`src/rtl/flr_axis_gate.sv`:
```
// AXI-S TX gate: drops whole packets whose target PF/VF is held in FLR and
// forwards all other packets through a 2-entry skid buffer.
module flr_axis_gate #(
  parameter int TDATA_W    = 512,
  parameter int NUM_PF     = 1,
  parameter int NUM_VF     = 1,
  parameter int PF_W       = 3,
  parameter int VF_W       = 11,
  parameter int PF_LSB     = 160,
  parameter int VF_LSB     = 163,
  parameter int VFA_BIT    = 174,
  parameter int DROP_CNT_W = 16
) (
  input  logic                     clk_sys,
  input  logic                     rst_n_sys,
  input  logic [NUM_PF-1:0]        pf_flr_rst_n,
  input  logic [NUM_PF*NUM_VF-1:0] vf_flr_rst_n,
  input  logic                     s_tvalid,
  output logic                     s_tready,
  input  logic [TDATA_W-1:0]       s_tdata,
  input  logic [TDATA_W/8-1:0]     s_tkeep,
  input  logic                     s_tlast,
  output logic                     m_tvalid,
  input  logic                     m_tready,
  output logic [TDATA_W-1:0]       m_tdata,
  output logic [TDATA_W/8-1:0]     m_tkeep,
  output logic                     m_tlast,
  input  logic                     drop_clr,
  output logic [DROP_CNT_W-1:0]    drop_cnt,
  output logic                     drop_busy
);

  localparam int KEEP_W = TDATA_W / 8;
  localparam int ENT_W  = TDATA_W + KEEP_W + 1;

  typedef enum logic [1:0] {ST_SOP, ST_PASS, ST_DROP} state_t;

  state_t                state_q, state_d;
  logic [ENT_W-1:0]      mem_q [2];
  logic [ENT_W-1:0]      mem_d [2];
  logic                  wr_ptr_q, wr_ptr_d;
  logic                  rd_ptr_q, rd_ptr_d;
  logic [1:0]            occ_q, occ_d;
  logic                  s_tready_q, s_tready_d;
  logic [DROP_CNT_W-1:0] drop_cnt_q, drop_cnt_d;

  logic [PF_W-1:0] pf;
  logic [VF_W-1:0] vf;
  logic            vfa;
  logic            pf_hit_rst, vf_hit_rst, in_rst;
  logic            accept, push, pop, drop_evt;

  assign pf     = s_tdata[PF_LSB +: PF_W];
  assign vf     = s_tdata[VF_LSB +: VF_W];
  assign vfa    = s_tdata[VFA_BIT];
  assign accept = s_tvalid && s_tready_q;
  assign pop    = m_tvalid && m_tready;

  // Out-of-range PF/VF numbers never match a loop index, so they pass.
  always_comb begin
    pf_hit_rst = 1'b0;
    vf_hit_rst = 1'b0;
    for (int p = 0; p < NUM_PF; p++) begin
      if (pf == PF_W'(p)) pf_hit_rst = ~pf_flr_rst_n[p];
      for (int v = 0; v < NUM_VF; v++) begin
        if (pf == PF_W'(p) && vf == VF_W'(v)) vf_hit_rst = ~vf_flr_rst_n[p*NUM_VF + v];
      end
    end
    in_rst = vfa ? vf_hit_rst : pf_hit_rst;
  end

  always_comb begin
    state_d  = state_q;
    push     = 1'b0;
    drop_evt = 1'b0;
    case (state_q)
      ST_SOP: begin
        if (accept) begin
          if (in_rst) begin
            drop_evt = 1'b1;
            state_d  = s_tlast ? ST_SOP : ST_DROP;
          end else begin
            push    = 1'b1;
            state_d = s_tlast ? ST_SOP : ST_PASS;
          end
        end
      end
      ST_PASS: begin
        if (accept) begin
          push = 1'b1;
          if (s_tlast) state_d = ST_SOP;
        end
      end
      ST_DROP: begin
        if (accept && s_tlast) state_d = ST_SOP;
      end
      default: state_d = ST_SOP;
    endcase
  end

  always_comb begin
    occ_d    = occ_q;
    wr_ptr_d = wr_ptr_q;
    rd_ptr_d = rd_ptr_q;
    mem_d    = mem_q;
    if (push && !pop)      occ_d = occ_q + 2'd1;
    else if (!push && pop) occ_d = occ_q - 2'd1;
    if (push) begin
      mem_d[wr_ptr_q] = {s_tlast, s_tkeep, s_tdata};
      wr_ptr_d        = ~wr_ptr_q;
    end
    if (pop) rd_ptr_d = ~rd_ptr_q;
    // Ready is registered from next occupancy, so m_tready never reaches s_tready.
    s_tready_d = (state_d == ST_DROP) || (occ_d != 2'd2);
  end

  always_comb begin
    drop_cnt_d = drop_cnt_q;
    if (drop_clr)                                  drop_cnt_d = '0;
    else if (drop_evt && (drop_cnt_q != '1))       drop_cnt_d = drop_cnt_q + 1'b1;
  end

  always_ff @(posedge clk_sys or negedge rst_n_sys) begin
    if (!rst_n_sys) begin
      state_q    <= ST_SOP;
      occ_q      <= 2'd0;
      wr_ptr_q   <= 1'b0;
      rd_ptr_q   <= 1'b0;
      s_tready_q <= 1'b0;
      drop_cnt_q <= '0;
    end else begin
      state_q    <= state_d;
      occ_q      <= occ_d;
      wr_ptr_q   <= wr_ptr_d;
      rd_ptr_q   <= rd_ptr_d;
      s_tready_q <= s_tready_d;
      drop_cnt_q <= drop_cnt_d;
    end
  end

  always_ff @(posedge clk_sys) begin
    mem_q <= mem_d;
  end

  assign s_tready                  = s_tready_q;
  assign m_tvalid                  = (occ_q != 2'd0);
  assign {m_tlast, m_tkeep, m_tdata} = mem_q[rd_ptr_q];
  assign drop_cnt                  = drop_cnt_q;
  assign drop_busy                 = (state_q == ST_DROP);

endmodule

```
`config.mk`:
```
export PLATFORM = sky130hd
export DESIGN_NAME = flr_axis_gate
export DESIGN_NICKNAME = d
export VERILOG_FILES = /design/src/rtl/flr_axis_gate.sv
export SDC_FILE = /design/constraint.sdc
export NUM_CORES = 1
export LEC_CHECK = 0
export CORE_AREA = 2 2 454 456
export CTS_CLUSTER_SIZE = 8
export DETAILED_ROUTE_END_ITERATION = 8
export DIE_AREA = 0 0 456 458
export DONT_BUFFER_PORTS = 1
export PLACE_DENSITY = 0.44
export SLEW_MARGIN = 30
export SYNTH_ARGS = -nofsm -noshare
export SYNTH_HDL_FRONTEND = slang
export SYNTH_SLANG_ARGS = --single-unit
```
`constraint.sdc`:
```
create_clock -name clk_sys -period 36.2 [get_ports clk_sys]
set_clock_uncertainty 0.05 [all_clocks]
set_input_delay 5.43 -clock clk_sys [delete_from_list [all_inputs] [get_ports clk_sys]]
set_output_delay 5.43 -clock clk_sys [all_outputs]
set_load 0.02 [all_outputs]
```
==> results.py, run 1 <==
metrics = {
    "outcome": {
        "status": "completed",
    },
    "global_route": {
        "grt_pass1_wl_mm": 171,
        "grt_overflow": 0,
        "grt_antenna_before_repair": 36,
        "grt_pass1_vias": 20200,
        "grt_max_degree": 139,
        "track_usage_pct": 11.8,
    },
    "sta": {
        "drv_slew": 0,
        "finalCriticalPeriod_ns": 10.47,
        "worst_pin_slew_ns": 0.962,
        "finalWorstSetupSlack_ns": 25.73,
        "grt_setup_unrepaired": "no",
        "setup_viol": 0,
        "slew_headroom_pct": 35.9,
        "clock.fmax_ghz": 0.0955,
        "tns_ns": 0,
        "fin_crit_sh_pct": 28.9,
        "hold_violations": 0,
    },
    "synth": {
        "synthArstFlopShare_pct": 1.95,
        "synth-edff-count": 1154,
        "synth_area_um2": 42800,
        "synth_ff_type": "edfxtp_1",
        "ys_warn_count": 0,
        "synth_cell_types": 41,
        "synth_top_cell_area_share_pct": 81.1,
        "synth_area_leaders": "edfxtp_1 (81%), mux2_2 (15%), dfrtp_1 (1.3%), clkbuf_1 (0.55%), a21oi_1 (0.13%)",
        "syn-num-nets": 2524,
        "ys_seq_area_share_pct": 82.4,
        "synth_top_area_cell": "edfxtp_1",
        "synth_common_cells": "edfxtp_1 (1154), mux2_2 (578), clkbuf_1 (63)",
        "yosysMostFrequentCell": "edfxtp_1",
        "syn-instance-count": 1938,
        "avgSynthCellArea_um2": 22.1,
        "synth-seq-cells": 1177,
    },
    "critical_path": {
        "crit_path_end_kind": "flip-flop",
        "worstSetupEndpoint": "mem_q[265]$_DFFE_PP_",
        "ff2ff_path_depth": 9,
        "startpoint_type": "primary input",
        "arrival_ns": 10.80,
        "required_ns": 36.53,
        "slowest_delay_ns": 0.77,
        "crit_fanout": 76,
        "worst-setup-path-type": "primary input to flip-flop",
        "r2r-start": "s_tready$_DFF_PN0_",
        "crit_path_top_delay_cell": "buf_4",
        "rrSetupSlack_ns": 29.99,
        "cp_cell_sequence": "nor4_2 -> a31oi_2 -> o21ai_2 -> nor2_4 -> buf_16 -> buf_4 -> buf_4 -> buf_4 -> buf_4 -> buf_6",
        "cpMostUsedCell": "buf_4",
        "r2r-end": "mem_q[265]$_DFFE_PP_",
        "cp-startpoint": "vf_flr_rst_n",
    },
    "cells_and_area": {
        "nFillCells": 20400,
        "finalNetCount": 2651,
        "drive_above_1_share_pct": 38.1,
        "post-route-util_pct": 25.0,
        "area_delta_synth_final_pct": 19.0,
    },
    "hold_path": {
        "whs_path_depth": 1,
        "hold_path.class": "flip-flop to flip-flop",
    },
    "pwr": {
        "cellLeakagePower_nw": 15.9,
        "power_density_nw_per_um2": 89.1,
        "ir_worst_vdd_uv": 54.6,
    },
    "clocking": {
        "cts_tree": "built",
        "post_cts_buffers": 0,
        "clk_path_buf_depth": 3,
        "clk_pin_slew_ns": 0.05,
        "cts_resized": 0,
        "ctsRootBufferMaster": "clkbuf_16",
        "cts.sinks": 1177,
        "ctsHoldBuffers": 0,
        "insertion_delay_ns": 0.77,
        "h-tree-depth": 4,
        "cts-buffers-inserted": 168,
    },
    "detailed_routing": {
        "drtIter0Drc": 1525,
        "remaining_drc_errors": 0,
        "postRouteAntennaNets": 0,
        "dr.pass1.iters": 7,
        "wirelength_mm": 128,
        "wire_per_inst_um": 26.7,
        "vias_per_cell": 3.99,
        "vias": 19200,
    },
    "floorplanning": {
        "ios": 1180,
        "die_area_um2": 209000,
        "rows": 166,
        "dieHeight_um": 458,
        "core_area_um2": 204000,
        "die_w_um": 456,
        "start_util_pct": 21.0,
    },
    "placement": {
        "hpwl_mm": 96.7,
        "place_congestion": 0.895,
        "port_buffers": 0,
        "place_worst_setup_slack_ns": 24.73,
    },
    "job": {
        "drv_cap": 0,
    },
}
## layout make-up
cell class	count	area, µm²	share of cell area [%]
repair buffers	26	287	0.563
diodes	12	30.0	0.0590
multi-input cells	687	7250	14.3
flip-flops and latches	1177	35200	69.3
clock inverters	21	377	0.740
inverters	5	18.8	0.0369
clock buffers	190	4310	8.47
well taps	2688	3360	6.61
## cell families after synthesis
kind of cell	count (synthesis)	share of synthesized area, %
AO/OA/AOI/OAI	28	0.436
XOR/XNOR	6	0.155
adder cells (fa/ha/maj)	2	0.0585
buffers and inverters	74	0.685
flip-flops	1177	82.4
multiplexers	581	15.3
AND/OR/NAND/NOR	70	0.975
## worst max-delay path, delay by kind of cell
family | cells | cell delay (ns)
buf+inv | 6 | 3.71
compound gates | 2 | 0.78
simple gates | 2 | 0.58
## stage by stage
step                power (mW)  std cells  hold WS (ns)  cell area [µm²]
floorplan                 3.14       1938         0.370            42800
global placement          3.16       4581         0.393            46100
detailed placement        3.19       4583         0.395            46100
CTS                       4.62       4794         0.394            50800
global route              4.71       4797         0.434            50800
finish                    4.53       4806         0.400            50900
## layer usage
layer / GRT usage [%] / share of wire [%] / vias to the layer above
met3: 7.50 / 13 / 295
met4: 6.55 / 5.1 / 30
met2: 20.7 / 51 / 1052
li1: - / - / 7987
met1: 10.2 / 30 / 9808
met5: 0 / 0.15 / -
## power by group
part / internal, mW / switching (mW) / leakage [nW] / total [mW]
clock: 0.841 / 0.559 / 2.26 / 1.40
combinational: 0.343 / 0.888 / 2.65 / 1.23
sequential: 1.82 / 0.0785 / 11.0 / 1.90
total: 3.01 / 1.52 / 15.9 / 4.53
## state kept, by name, indices dropped and copies added, names as in the netlist
name / count
mem_q: 1154
drop_cnt: 16
occ_q: 2
state_q: 2
rd_ptr_q: 1
s_tready: 1
wr_ptr_q: 1
## how the worst min path moves through the flow
stage / from / endpoint / slack [ns]
after floorplan: state_q[1]$_DFF_PN0_ / state_q[0]$_DFF_PN0_ / 0.37
after global placement: state_q[1]$_DFF_PN0_ / state_q[0]$_DFF_PN0_ / 0.39
after detailed placement: state_q[1]$_DFF_PN0_ / state_q[0]$_DFF_PN0_ / 0.40
after CTS: state_q[1]$_DFF_PN0_ / state_q[0]$_DFF_PN0_ / 0.39
after global routing: state_q[1]$_DFF_PN0_ / state_q[0]$_DFF_PN0_ / 0.43
final: state_q[1]$_DFF_PN0_ / state_q[0]$_DFF_PN0_ / 0.40
## cells in the final DEF (no fill, tap or decap), types with 3 or more instances in the layout
| cell | count |
|---|---|
| buf_6 | 7 |
| o21ai_0 | 3 |
| inv_1 | 5 |
| a21oi_1 | 11 |
| buf_4 | 15 |
| nand2_1 | 9 |
| nor4_2 | 4 |
| clkinv_8 | 4 |
| edfxtp_1 | 1154 |
| xnor2_1 | 4 |
| nand3_1 | 7 |
| clkinv_16 | 7 |
| nand4_1 | 5 |
| mux2_2 | 578 |
| or3_1 | 5 |
| diode_2 | 12 |
| dfrtp_1 | 22 |
| nor3_1 | 3 |
| clkinv_1 | 3 |
| nor2_1 | 12 |
| mux2i_1 | 3 |
| o31ai_1 | 6 |
| and4_1 | 3 |
| clkbuf_1 | 21 |
| clkbuf_16 | 169 |
| or4_1 | 6 |
Note: power is estimated with default switching activity, not from simulation.
==> run 2, diff against run 1 <==
--- a/config.mk
+++ b/config.mk
@@ -10,7 +10,7 @@
 export DETAILED_ROUTE_END_ITERATION = 8
 export DIE_AREA = 0 0 456 458
 export DONT_BUFFER_PORTS = 1
-export PLACE_DENSITY = 0.44
+export PLACE_DENSITY = 0.45
 export SLEW_MARGIN = 30
 export SYNTH_ARGS = -nofsm -noshare
 export SYNTH_HDL_FRONTEND = slang
==> constraint.sdc (replaced) <==
create_clock -name clk_sys -period 9.17 [get_ports clk_sys]
set_clock_uncertainty 0.05 [all_clocks]
set_input_delay 1.3755 -clock clk_sys [delete_from_list [all_inputs] [get_ports clk_sys]]
set_output_delay 1.3755 -clock clk_sys [all_outputs]
set_load 0.02 [all_outputs]
==> run 2 against run 1 <==
Critical endpoint is now m_tdata[291]. Critical path type is now flip-flop to output pin. Cell count is essentially flat. Non-clock buffer count shrank 5. Clock-buffer cell count shrank 2. Utilization is essentially flat. Power grew to 3.9 times the previous value. Die area is the same. Critical path depth shrank 7. Sequential share of layout area shrank 0.12 points. Routed wire length shrank 2.3%.
==> results.py, run 2 (synthesized netlist as in run 1, its figures left out) <==
metrics = {
    "critical_path": {
        "startpoint_type": "flip-flop",
        "arrival_ns": 3.59,
        "required_ns": 7.74,
        "crit_fanout": 112,
        "path_buf_inv": 2,
        "r2r-start": "s_tready$_DFF_PN0_",
        "ff2ff_path_depth": 6,
        "slowest_delay_ns": 0.94,
        "crit_path_top_delay_cell": "dfrtp_4",
        "worst-setup-path-type": "flip-flop to output pin",
        "cp_cell_sequence": "buf_12 -> buf_4 -> mux2_2",
        "crit_path_end_kind": "output pin",
        "rrSetupSlack_ns": 5.24,
        "path_delay_family": "buffers and inverters",
        "r2r-end": "mem_q[334]$_DFFE_PP_",
    },
    "clocking": {
        "cts_resized": 0,
        "cts.sinks": 1177,
        "clk_path_buf_depth": 3,
        "clk_pin_slew_ns": 0.05,
        "post_cts_buffers": 0,
        "cts_tree": "built",
        "h-tree-depth": 4,
        "cts-buffers-inserted": 168,
        "ctsRootBufferMaster": "clkbuf_16",
        "insertion_delay_ns": 0.76,
        "ctsHoldBuffers": 0,
    },
    "global_route": {
        "grt_use_met3_pct": 6.00,
        "grt_antenna_before_repair": 42,
        "grt_max_degree": 149,
        "grt_busiest_layer": "met2",
        "grt_pass1_wl_mm": 167,
        "track_usage_pct": 11.5,
        "met1_usage_pct": 11.3,
        "grt_overflow": 0,
        "grt_pass1_vias": 19700,
        "use_met2_pct": 20.4,
    },
    "floorplanning": {
        "dieHeight_um": 458,
        "core_area_um2": 204000,
        "rows": 166,
        "die_area_um2": 209000,
        "start_util_pct": 21.0,
        "ios": 1180,
        "die_w_um": 456,
    },
    "sta": {
        "slew_headroom_pct": 31.6,
        "grt_setup_unrepaired": "no",
        "fin_crit_sh_pct": 54.7,
        "hold_ws_ns": 0.244,
        "finalWorstSetupSlack_ns": 4.15,
        "tns_ns": 0,
        "worst_pin_slew_ns": 1.03,
        "drv_slew": 0,
        "clock.fmax_ghz": 0.199,
        "finalCriticalPeriod_ns": 5.02,
        "setup_viol": 0,
        "hold_violations": 0,
    },
    "detailed_routing": {
        "vias_per_cell": 3.94,
        "postRouteAntennaNets": 0,
        "remaining_drc_errors": 0,
        "drtIter0Drc": 1803,
        "wire_per_inst_um": 26.1,
        "vias": 18900,
        "wirelength_mm": 126,
        "dr.pass1.iters": 5,
    },
    "cells_and_area": {
        "drive_above_1_share_pct": 38.1,
        "finalNetCount": 2646,
        "mostFrequentLayoutCells": "edfxtp_1 (1154), mux2_2 (578), clkbuf_16 (170)",
        "area_delta_synth_final_pct": 19.2,
        "top_register": "mem_q",
        "post-route-util_pct": 25.0,
        "multi_input_area_um2": 7270,
        "seq_area_um2": 35200,
        "nFillCells": 20400,
        "layout_commonest_cell": "edfxtp_1",
        "largest_reg_flops": 1154,
    },
    "hold_path": {
        "hold_path.class": "primary input to async pin",
    },
    "pwr": {
        "ir_worst_vdd_uv": 203,
        "p_total_mw": 17.9,
        "power_density_nw_per_um2": 351,
        "cellLeakagePower_nw": 16.0,
    },
    "outcome": {
        "status": "completed",
    },
    "job": {
        "drv_cap": 0,
    },
    "placement": {
        "hpwl_mm": 92.5,
        "place_worst_setup_slack_ns": 4.08,
        "port_buffers": 0,
        "place_congestion": 0.859,
    },
}
## run 2: layout make-up
cell class	count	share of cell area (%)
diodes	17	0.0835
repair buffers	21	0.626
flip-flops and latches	1177	69.1
well taps	2688	6.60
clock buffers	188	8.50
clock inverters	22	0.729
inverters	5	0.0368
multi-input cells	687	14.3
## run 2: worst register-to-register path: cells and delay by family (launching register included)
family	cells	cell delay, ns
buffers and inverters	3	2.14
AOI/OAI and AO/OA	1	0.17
and+or+nand+nor	2	0.51
DFF	1	0.58
## run 2: how the worst max path moves through the flow
stage / from / endpoint / slack (ns) / cells after the start
floorplan: s_tdata[172] / mem_q[1000]$_DFFE_PP_ / -1.74 / 4
global placement: s_tdata[164] / mem_q[555]$_DFFE_PP_ / 4.24 / 7
detailed placement: s_tdata[164] / mem_q[555]$_DFFE_PP_ / 4.08 / 7
CTS: rd_ptr_q$_DFFE_PN0P_ / m_tdata[408] / 3.94 / 3
global route: rd_ptr_q$_DFFE_PN0P_ / m_tdata[74] / 3.87 / 3
finish: rd_ptr_q$_DFFE_PN0P_ / m_tdata[291] / 4.15 / 3
## run 2: where the power goes
group | switching, mW | total, mW | internal [mW]
Sequential | 0.263 | 7.46 | 7.20
Combinational | 3.51 | 4.88 | 1.37
Clock | 2.22 | 5.56 | 3.34
Total | 5.99 | 17.9 | 11.9
## run 2: stage by stage
stage,std cells,cell area (µm²)
2_1_floorplan,1938,42800
3_3_place_gp,4577,46200
3_5_place_dp,4577,46200
4_1_cts,4787,50900
5_1_grt,4793,50900
6_report,4805,51000
## run 2: metal layers
layer,vias to the layer above,share of wire (%),wire [µm]
met5,-,0.087,109
met4,14,3.6,4490
met3,250,12,14700
met2,991,52,65300
met1,9725,33,41000
li1,7947,-,-
==> run 3, diff against run 2 <==
--- a/config.mk
+++ b/config.mk
@@ -10,7 +10,7 @@
 export DETAILED_ROUTE_END_ITERATION = 8
 export DIE_AREA = 0 0 456 458
 export DONT_BUFFER_PORTS = 1
-export PLACE_DENSITY = 0.45
+export PLACE_DENSITY = 0.44
 export SLEW_MARGIN = 30
 export SYNTH_ARGS = -nofsm -noshare
 export SYNTH_HDL_FRONTEND = slang
==> constraint.sdc (replaced) <==
create_clock -name clk_sys -period 4.85 [get_ports clk_sys]
set_clock_uncertainty 0.05 [all_clocks]
set_input_delay 0.7275 -clock clk_sys [delete_from_list [all_inputs] [get_ports clk_sys]]
set_output_delay 0.7275 -clock clk_sys [all_outputs]
set_load 0.02 [all_outputs]
==> run 3 against run 2 <==
Clock-buffer cell count up 6. Routed wire length up 2.9%. Power up 94%. Critical path depth down 1. Sequential power up 89%. Global-route usage up 0.35 points. Combinational power up 100%. Setup slack worse by 3.1 ns. Cell count up 13%. Sequential share of layout area down 7.4 points. Highest routed layer unchanged. Clock power up 94%. Die area unchanged. Largest power group unchanged.
==> results.py, run 3 (synthesized netlist as in run 1, its figures left out) <==
metrics = {
    "cells_and_area": {
        "top_register": "mem_q",
        "layout_commonest_cell": "edfxtp_1",
        "area_delta_synth_final_pct": 33.5,
        "finalNetCount": 3240,
        "drive_above_1_share_pct": 30.1,
        "largest_reg_flops": 1154,
        "layout.cells.non_filler": 5411,
        "mostFrequentLayoutCells": "edfxtp_1 (1154), dlygate4sd3_1 (579), mux2_2 (578)",
    },
    "placement": {
        "place_congestion": 0.853,
        "port_buffers": 0,
        "hpwl_mm": 93.5,
        "place_inst": 4592,
        "place_worst_setup_slack_ns": 1.69,
    },
    "sta": {
        "clock.fmax_ghz": 0.266,
        "fin_crit_sh_pct": 77.6,
        "drv_slew": 0,
        "hold_ws_ns": 0.139,
        "grt_setup_unrepaired": "no",
        "hold_violations": 0,
        "slew_headroom_pct": 42.9,
        "finalWorstSetupSlack_ns": 1.09,
        "setup_viol": 0,
        "finalCriticalPeriod_ns": 3.76,
        "worst_pin_slew_ns": 0.851,
    },
    "critical_path": {
        "crit_fanout": 43,
        "startpoint_type": "flip-flop",
        "ff2ff_path_depth": 5,
        "path_buf_inv": 1,
        "crit_cells": 2,
        "crit_path_end_kind": "output pin",
        "rrSetupSlack_ns": 1.78,
        "slowest_delay_ns": 0.94,
        "arrival_ns": 2.99,
        "worst-setup-path-type": "flip-flop to output pin",
        "crit_path_top_delay_cell": "dfrtp_4",
        "path_delay_family": "flip-flops",
        "cp_cell_sequence": "buf_4 -> mux2_2",
        "required_ns": 4.07,
    },
    "global_route": {
        "grt_pass1_vias": 23200,
        "grt_max_degree": 116,
        "track_usage_pct": 11.9,
        "grt_overflow": 0,
        "grt_antenna_before_repair": 52,
        "grt_pass1_wl_mm": 177,
    },
    "clocking": {
        "clk_pin_slew_ns": 0.05,
        "cts.sinks": 1177,
        "insertion_delay_ns": 0.79,
        "clk_path_buf_depth": 3,
        "cts-buffers-inserted": 168,
        "ctsRootBufferMaster": "clkbuf_16",
        "cts_tree": "built",
        "h-tree-depth": 4,
    },
    "detailed_routing": {
        "wl_met2_mm": 67.1,
        "dr.pass1.iters": 5,
        "met1Wirelength_mm": 45.0,
        "drtIter0Drc": 1556,
        "routed.top_layer": "met5",
        "postRouteAntennaNets": 0,
        "wirelength_mm": 129,
        "wire_per_inst_um": 23.9,
        "met3_length_mm": 11.1,
        "vias": 21700,
        "vias_per_cell": 4.00,
        "remaining_drc_errors": 0,
    },
    "job": {
        "drv_cap": 0,
    },
    "outcome": {
        "status": "completed",
    },
    "pwr": {
        "power_density_nw_per_um2": 610,
        "ir_worst_vdd_uv": 363,
        "p_total_mw": 34.8,
        "cellLeakagePower_nw": 18.5,
    },
    "floorplanning": {
        "die_area_um2": 209000,
        "start_util_pct": 21.0,
        "die_w_um": 456,
        "rows": 166,
        "ios": 1180,
        "core_area_um2": 204000,
        "dieHeight_um": 458,
    },
    "hold_path": {
        "whs_path_depth": 3,
        "hold_path.class": "primary input to flip-flop",
    },
}
run 3: cell types whose count changed in the layout (fill, tap and decap cells not counted), moves of 2 or more:
cell           before  now
buf_4               8   15
clkbuf_16         170  168
buf_12             11   21
clkbuf_1           17   26
clkinv_2            4    0
dlygate4sd3_1       0  579
bufinv_16           1    5
clkinv_1            3    1
diode_2            17   24
run 3: report_power, final:
group,switching [mW],internal (mW)
registers,0.517,13.6
logic,6.91,3.03
clock network,4.26,6.49
total,11.7,23.1
run 3: final cells by class:
class                   instances  area [µm²]
flip-flops and latches       1177       35200
repair buffers                615        6330
clock buffers                 194        4300
well taps                    2688        3360
diodes                         24        60.1
clock inverters                21         498
multi-input cells             687        7270
fillers                     20100      147000
inverters                       5        18.8
run 3: worst register-to-register path, stage by stage (launching register included):
cell     delay (ns)
dfrtp_1        0.62
and3b_1        0.37
o21ai_4        0.19
nor2_4         0.33
buf_12         0.29
buf_4          0.72
run 3: timing repair:
item,4_1_cts,5_1_grt
resized for setup,0,0
setup buffers,0,0
hold endpoints to repair,1191,0
hold buffers,580,0
run 3: per-layer routing:
layer	up-vias	track usage, %
met1	11100	12.0
li1	9184	-
met3	284	4.72
met2	1043	21.1
met5	-	0
met4	28	5.83
run 3: path summary, 6_finish.rpt:
path | to | startpoint
worst max-delay path | m_tdata[272] | rd_ptr_q$_DFFE_PN0P_
worst min-delay path | state_q[0]$_DFF_PN0_ | s_tlast
worst max register to register | mem_q[664]$_DFFE_PP_ | s_tready$_DFF_PN0_
worst min register to register | state_q[0]$_DFF_PN0_ | state_q[1]$_DFF_PN0_
max in group asynchronous | rd_ptr_q$_DFFE_PN0P_ | rst_n_sys
min in group asynchronous | s_tready$_DFF_PN0_ | rst_n_sys
run 3: through the flow:
step | instance area [µm²] | utilization [%] | TNS (ns)
after global placement | 46400 | 22.8 | 0
after detailed placement | 46400 | 22.8 | 0
final | 57100 | 28.0 | 0
after floorplan | 42800 | - | -6244.29
after global routing | 57100 | 28.0 | 0
after CTS | 57000 | 28.0 | 0
